==> src/rtl/pipe_mux_n.sv <==
// pipe_mux_n: N-way, W-bit registered multiplexer with a 2-entry skid buffer.
//
// Optional feature: define PIPE_MUX_SEL_ERR_EN to build the sticky
// out-of-range select detector driving sel_err. Without it, sel_err is 0.
//
// Handshake (both sides): a beat transfers on a rising clk edge when valid
// and ready are both high. valid never waits on ready. Once valid is raised,
// the payload is held stable until the transfer happens. in_ready is decoded
// from the state register alone, so no combinational path runs from
// out_ready to in_ready.
//
// state_dbg exposes the FSM state (0 EMPTY, 1 ONE, 2 FULL) for observation.
module pipe_mux_n #(
   parameter int W = 8,
   parameter int N = 4,
   parameter logic [W-1:0] DFLT = '0,
   localparam int SW = $clog2(N)
) (
   input  logic            clk,
   input  logic            rst_n,
   input  logic [SW-1:0]   select,
   input  logic [N*W-1:0]  in_data,
   input  logic            in_valid,
   output logic            in_ready,
   output logic [W-1:0]    out_data,
   output logic [SW-1:0]   out_sel,
   output logic            out_valid,
   input  logic            out_ready,
   output logic            sel_err,
   output logic [1:0]      state_dbg
);

   typedef enum logic [1:0] {
      EMPTY = 2'd0,
      ONE   = 2'd1,
      FULL  = 2'd2
   } state_t;

   state_t        state_q;
   state_t        state_d;
   logic          acc;
   logic          rel;
   logic [W-1:0]  beat_data;
   logic [W-1:0]  main_data_q;
   logic [W-1:0]  skid_data_q;
   logic [SW-1:0] main_sel_q;
   logic [SW-1:0] skid_sel_q;
   logic          load_main_in;
   logic          load_main_skid;
   logic          load_skid;

   assign in_ready  = (state_q != FULL);
   assign out_valid = (state_q != EMPTY);
   assign acc       = in_valid & in_ready;
   assign rel       = out_valid & out_ready;
   assign out_data  = main_data_q;
   assign out_sel   = main_sel_q;
   assign state_dbg = state_q;

   // Pick the selected channel; a select with no matching channel yields DFLT.
   always_comb begin
      beat_data = DFLT;
      for (int k = 0; k < N; k++) begin
         if (select == SW'(k)) begin
            beat_data = in_data[k*W +: W];
         end
      end
   end

   // Next-state and register-load decode for the EMPTY/ONE/FULL buffer.
   always_comb begin
      state_d        = state_q;
      load_main_in   = 1'b0;
      load_main_skid = 1'b0;
      load_skid      = 1'b0;
      case (state_q)
         EMPTY: begin
            if (acc) begin
               load_main_in = 1'b1;
               state_d      = ONE;
            end
         end
         ONE: begin
            if (acc && !rel) begin
               load_skid = 1'b1;
               state_d   = FULL;
            end else if (!acc && rel) begin
               state_d = EMPTY;
            end else if (acc && rel) begin
               load_main_in = 1'b1;
            end
         end
         FULL: begin
            // in_ready is low here, so only a release can happen.
            if (rel) begin
               load_main_skid = 1'b1;
               state_d        = ONE;
            end
         end
         default: begin
            state_d = EMPTY;
         end
      endcase
   end

   // State register.
   always_ff @(posedge clk or negedge rst_n) begin
      if (!rst_n) begin
         state_q <= EMPTY;
      end else begin
         state_q <= state_d;
      end
   end

   // Main (head) and skid data registers; reset only for X-free simulation.
   always_ff @(posedge clk or negedge rst_n) begin
      if (!rst_n) begin
         main_data_q <= '0;
         main_sel_q  <= '0;
         skid_data_q <= '0;
         skid_sel_q  <= '0;
      end else begin
         if (load_main_in) begin
            main_data_q <= beat_data;
            main_sel_q  <= select;
         end else if (load_main_skid) begin
            main_data_q <= skid_data_q;
            main_sel_q  <= skid_sel_q;
         end
         if (load_skid) begin
            skid_data_q <= beat_data;
            skid_sel_q  <= select;
         end
      end
   end

`ifdef PIPE_MUX_SEL_ERR_EN
   logic sel_oor;
   logic sel_err_q;

   // A select is out of range when it matches none of the N channels.
   always_comb begin
      sel_oor = 1'b1;
      for (int k = 0; k < N; k++) begin
         if (select == SW'(k)) begin
            sel_oor = 1'b0;
         end
      end
   end

   // Sticky flag: set by any accepted out-of-range beat, cleared only by reset.
   always_ff @(posedge clk or negedge rst_n) begin
      if (!rst_n) begin
         sel_err_q <= 1'b0;
      end else if (acc && sel_oor) begin
         sel_err_q <= 1'b1;
      end
   end

   assign sel_err = sel_err_q;
`else
   assign sel_err = 1'b0;
`endif

endmodule
==> config.mk <==
export PLATFORM = sky130hd
export DESIGN_NAME = pipe_mux_n
export DESIGN_NICKNAME = d
export VERILOG_FILES = /design/src/rtl/pipe_mux_n.sv
export SDC_FILE = /design/constraint.sdc
export NUM_CORES = 1
export LEC_CHECK = 0
export CORE_AREA = 2 2 67 69
export CTS_CLUSTER_DIAMETER = 120
export CTS_CLUSTER_SIZE = 25
export DETAILED_ROUTE_END_ITERATION = 8
export DIE_AREA = 0 0 69 71
export GPL_ROUTABILITY_DRIVEN = 0
export SYNTH_ARGS = -nofsm -noshare
export SYNTH_HDL_FRONTEND = slang
export SYNTH_SLANG_ARGS = --single-unit
==> constraint.sdc <==
create_clock -name clk -period 2 [get_ports clk]
set_clock_uncertainty 0.05 [all_clocks]
set_input_delay 0.4 -clock clk [delete_from_list [all_inputs] [get_ports clk]]
set_output_delay 0.4 -clock clk [all_outputs]
set_load 0.01 [all_outputs]
Word level (Yosys, flattened, before mapping)
Index checks and enable logic that the tools add are counted.
Widths: inputs -> output; s select.
Cells by class
  $add $sub $neg: 0
  multipliers: 0
  div/mod/pow operators: 0
  magnitude comparators: 0
  equality and inequality tests: 9
  shifts and indexed selects: 0
  muxes and demuxes: 22
  bitwise logic cells: 2
  reductions and logical operators: 10
Operators by type and width (count)
  $mux 8: 6
  $mux 2: 6
  $mux 1: 8
  $eq 2x2->1 const B: 3
  $ne 2x2->1 const B: 3
  $pmux 2 s3: 1
  $eq 2x1->1 const B: 2
  $logic_not 2->1: 2
  $reduce_bool 2->1: 2
  $logic_and 1x1->1: 3
  $ne 3x3->1 const B: 1
  $reduce_and 3->1: 1
  $and 1x1->1: 2
  $logic_not 1->1: 2
  $pmux 1 s2: 1
Storage, ports and cells
  flip-flop bits (word level): 22
  bits in latches: 0
  RAM bits: 0
  memory bits (read-only): 0
  input port bits: 38
  output and inout port bits: 15
  word-level logic and storage cells: 48
  memories kept: 0

Depth between registers and ports, before layout
  depth after elaboration: 8
  mapped depth: 6
  mapped depth without buffers: 5

Worst setup path before layout
Ideal clock, no wire load.
  kind: reg-to-reg
  from: register state_q[0], in the netlist state_dbg[0]
  to: register skid_data_q[0]
  setup time: 0.125 ns
  arrival: 1.683 ns
  data required time: 1.825 ns
  slack: 0.143 ns
  stages on the path, launching flop included: 7
  path buffers: 1
  period minus slack after synthesis: 1.857 ns
  cell sequence: dfrtp_1 nand2b_1 and2_1 ha_1 nand3b_1 buf_2 mux2_2
On the way
  elaborated cells between the ends (all ways): 9
  classes of those cells: eq/ne (2); mux (2); bitwise (2); reduce/logical (3)
RTL lines
  from (decl): RTL line 39  | state_t state_q;
  from (signal assigned): RTL line 111  | state_q <= state_d;
  $ne 2x2->1: RTL line 52  | assign in_ready = (state_q != FULL);
  named net in_ready: RTL line 24  | output logic in_ready,
  $and 1x1->1: RTL line 54  | assign acc = in_valid & in_ready;
  $logic_and 1x1->1: RTL line 84  | if (acc && !rel) begin
  $mux 1: RTL line 84
  $mux 1: RTL line 76  | case (state_q)
  to (signal assigned): RTL line 131  | skid_data_q <= beat_data;
  to (decl): RTL line 45  | logic [W-1:0] skid_data_q;
The timed path passes the listed nets, and every way through them passes these cells.
A chain may end at the register's enable or synchronous reset.

Worst setup path after layout
  from: register state_q[1], in the netlist state_dbg[1]
  to: output out_valid
On the way
  word-level cells in the longest chain between the ends: 1
Ends and longest elaborated chain
  $reduce_bool 2->1: RTL line 53  | assign out_valid = (state_q != EMPTY);
  to (decl): RTL line 27  | output logic out_valid,
No other way between the ends.

==> qor.csv <==
stage,metric,value,unit
status,status,"finished, final reports clean",
power,proportion of power drawn by the clock network,12.9,%
logic_synthesis,Ys Warns,0,
power,combinational power share,47.6,%
layout,Final Util,44.6,%
power,Power Dens Cells,1110,mW/mm^2
clock_network,hold buffer count at cts,0,
clock_network,Worst-path clk slew,80,ps
layout,fillcell total,385,
floorplan,effective utilization at floorplan,28.7,%
placed_design,DP Cell Count,195,
timing,Tmin final,1960,ps
detailed_routing,Vias/cell,4.97,
detailed_routing,first-pass iteration count of the detailed router,4,
detailed_routing,total number of vias,985,
timing,crit share post-route,98.2,%
worst_hold_path,Hold WC Path Type,input pin to asynchronous set/reset pin,
detailed_routing,Final ANT Viol Nets,0,
placed_design,HPWL after DPL,2.46,mm
clock_network,CTS Root Cell,clkbuf_8,
power,Max VDD drop,0.000556,V
floorplan,Die X-Extent,69,um
floorplan,row count,24,
timing,Final Setup Violations,0,
clock_network,CTS tree,built,
layout,layout cells sized above 1,22.6,%
power,Internal,1.43,mW
clock_network,clock sink total,22,
critical_path,CP Data Required Time,1550,ps
power,Static Leak,0.806,nW
logic_synthesis,post-synth cell types,24,
logic_synthesis,"Cell Area, Synth",0.00121,sq mm
layout,# nets final,187,
critical_path,Worst setup SP type,flop,
global_route,GRT Util Overall,12.5,%
logic_synthesis,Cells after Synth,89,
floorplan,I/O Pins,53,
power,switching power,649,uW
detailed_routing,DRT iter0 DRCs,12,
placed_design,cell area after placement,0.00183,sq mm
floorplan,die area,0.00490,sq mm
logic_synthesis,sequential element share of the synthesized area,45.6,%
global_route,largest net degree at the start of global routing,23,
power,sw frac,31.2,%
clock_network,Clock Latency Late Sink,260,ps
critical_path,Worst EP arrival,1510,ps
layout,Reg area,553,sq um
critical_path,CP Class,flop to output pin,
global_route,vias in the first global route,1026,
detailed_routing,wire per inst,15.2,um
flow_run,Max Cap Viol,0,
layout,area grow syn2layout,55.2,%
global_route,initial antenna violation count,0,
clock_network,Clock Path Buffers,2,
logic_synthesis,Yosys reg bits,22,
logic_synthesis,"Net Count, Synth",128,
power,power share of the sequential group,39.5,%
critical_path,Worst Path Max Fanout,8,
layout,antenna cells,0,
global_route,first-pass GRT wire length,4.93,mm
global_route,grt total ovfl,0,
layout,multi-input logic area,617,sq um
floorplan,core footprint,0.00420,sq mm
timing,RSZ-0062 raised after global routing,no,
clock_network,CTS H-tree depth,1,
clock_network,clock buffer count from CTS,3,
timing,"Slew Viols, Final",0,
timing,fmax,509,MHz
detailed_routing,drt drc,0,
placed_design,PortBufs,51,
detailed_routing,Routed WL,3.00,mm
layout,design area,0.00187,sq mm
timing,final hold viol count,0,
timing,post-route setup slack,35.4,ps
floorplan,die height,71,um
logic_synthesis,mean post-synth cell area,13.6,sq um
layout,Finished Layout Cells,198,
placed_design,dpl ws,-173,ps
critical_path,CP Capture Type,output pin,
timing,WHS,427,ps
power by group through the flow:
stage	Clock, mW	Combinational, mW	Sequential, mW
2_1_floorplan	0	0.457	0.838
3_3_place_gp	0	0.967	0.815
3_5_place_dp	0	1.00	0.825
4_1_cts	0.281	1.01	0.818
5_1_grt	0.298	1.07	0.849
6_report	0.269	0.991	0.821
critical path, cell delays in order, from the launching register on:
cell,delay [ps]
dfrtp_2,450
or2_2,310
clkdlybuf4s50_1,480
cells in the mapped netlist, drive strengths merged:
cell | count | area share, %
ha | 1 | 1.0
nor2b | 1 | 0.52
a221o | 3 | 2.5
conb | 1 | 0.31
and3b | 1 | 0.73
or2 | 1 | 0.52
nand2b | 2 | 1.0
buf | 4 | 2.4
o22ai | 1 | 0.52
o21ai | 6 | 2.5
a21oi | 1 | 0.41
nand2 | 2 | 0.62
mux4 | 8 | 16
and2 | 2 | 1.0
mux2i | 6 | 5.0
nand3 | 5 | 2.1
clkbuf | 3 | 0.93
and3 | 3 | 1.6
mux2 | 14 | 13
dfrtp | 22 | 46
nand3b | 2 | 1.2
logic make-up after synthesis:
kind of cell,Yosys count,synth area share [%]
mux,28,34.5
flops,22,45.6
simple gates,19,9.33
compound gates,11,5.91
buf+inv,7,3.32
fa+ha+maj,1,1.04
other cells,1,0.311
per-layer routing:
layer  track usage (%)  up-vias  share of wire, %
li1                  -      458                 -
met1              15.8      476                44
met2              21.5       47                49
met3              2.42        4               6.3
met4              4.58        0              0.90
met5                 0        -                 0
final timing paths:
kind / start / to / slack (ps) / cells past startpoint
setup / recovery: state_dbg[1] / out_valid / 40 / 2
hold reg to reg: skid_sel_q[0] / skid_sel_q[0] / 460 / 1
hold / removal: rst_n / skid_data_q[4] / 430 / 2
setup reg to reg: state_dbg[0] / skid_data_q[3] / 200 / 6
min in group clk: skid_sel_q[0] / skid_sel_q[0] / 460 / 1
max in group asynchronous: rst_n / state_dbg[0] / 1230 / 2
sequential cells by signal (all words and copies together), names as in the netlist:
name and count:
out_data 8, skid_data_q 8, out_sel 2, skid_sel_q 2
state_dbg 2
layout by cell type (no fill, tap or decap), drive strengths merged:
master	count
o21ai	6
ha	1
a221o	3
nand2b	2
and3	3
and3b	1
mux2i	6
conb	1
buf	10
or2	1
a21oi	1
clkbuf	3
nand3b	2
and2	2
nand3	5
dfrtp	22
o22ai	1
clkdlybuf4s50	51
mux2	14
nor2b	1
mux4	8
nand2	2
per-stage QoR:
step,TNS [ps],power (mW)
floorplan,0,1.29
global placement,-684,1.78
detailed placement,-808,1.83
CTS,0,2.10
global route,0,2.22
finish,0,2.08
repair_timing:
action / in CTS / in global routing
setup buffers: 0 / 0
endpoints found under the setup margin: 0 / 1
endpoints found under the hold margin: 0 / 0
gates resized for setup: 0 / 2
final cells by class:
type | count | area share, %
repair buffers | 61 | 31.9
well taps | 52 | 3.47
clock buffers | 3 | 2.20
multi-input cells | 60 | 32.9
flip-flops and latches | 22 | 29.5
No activity file was read; power rests on OpenSTA's default activity.
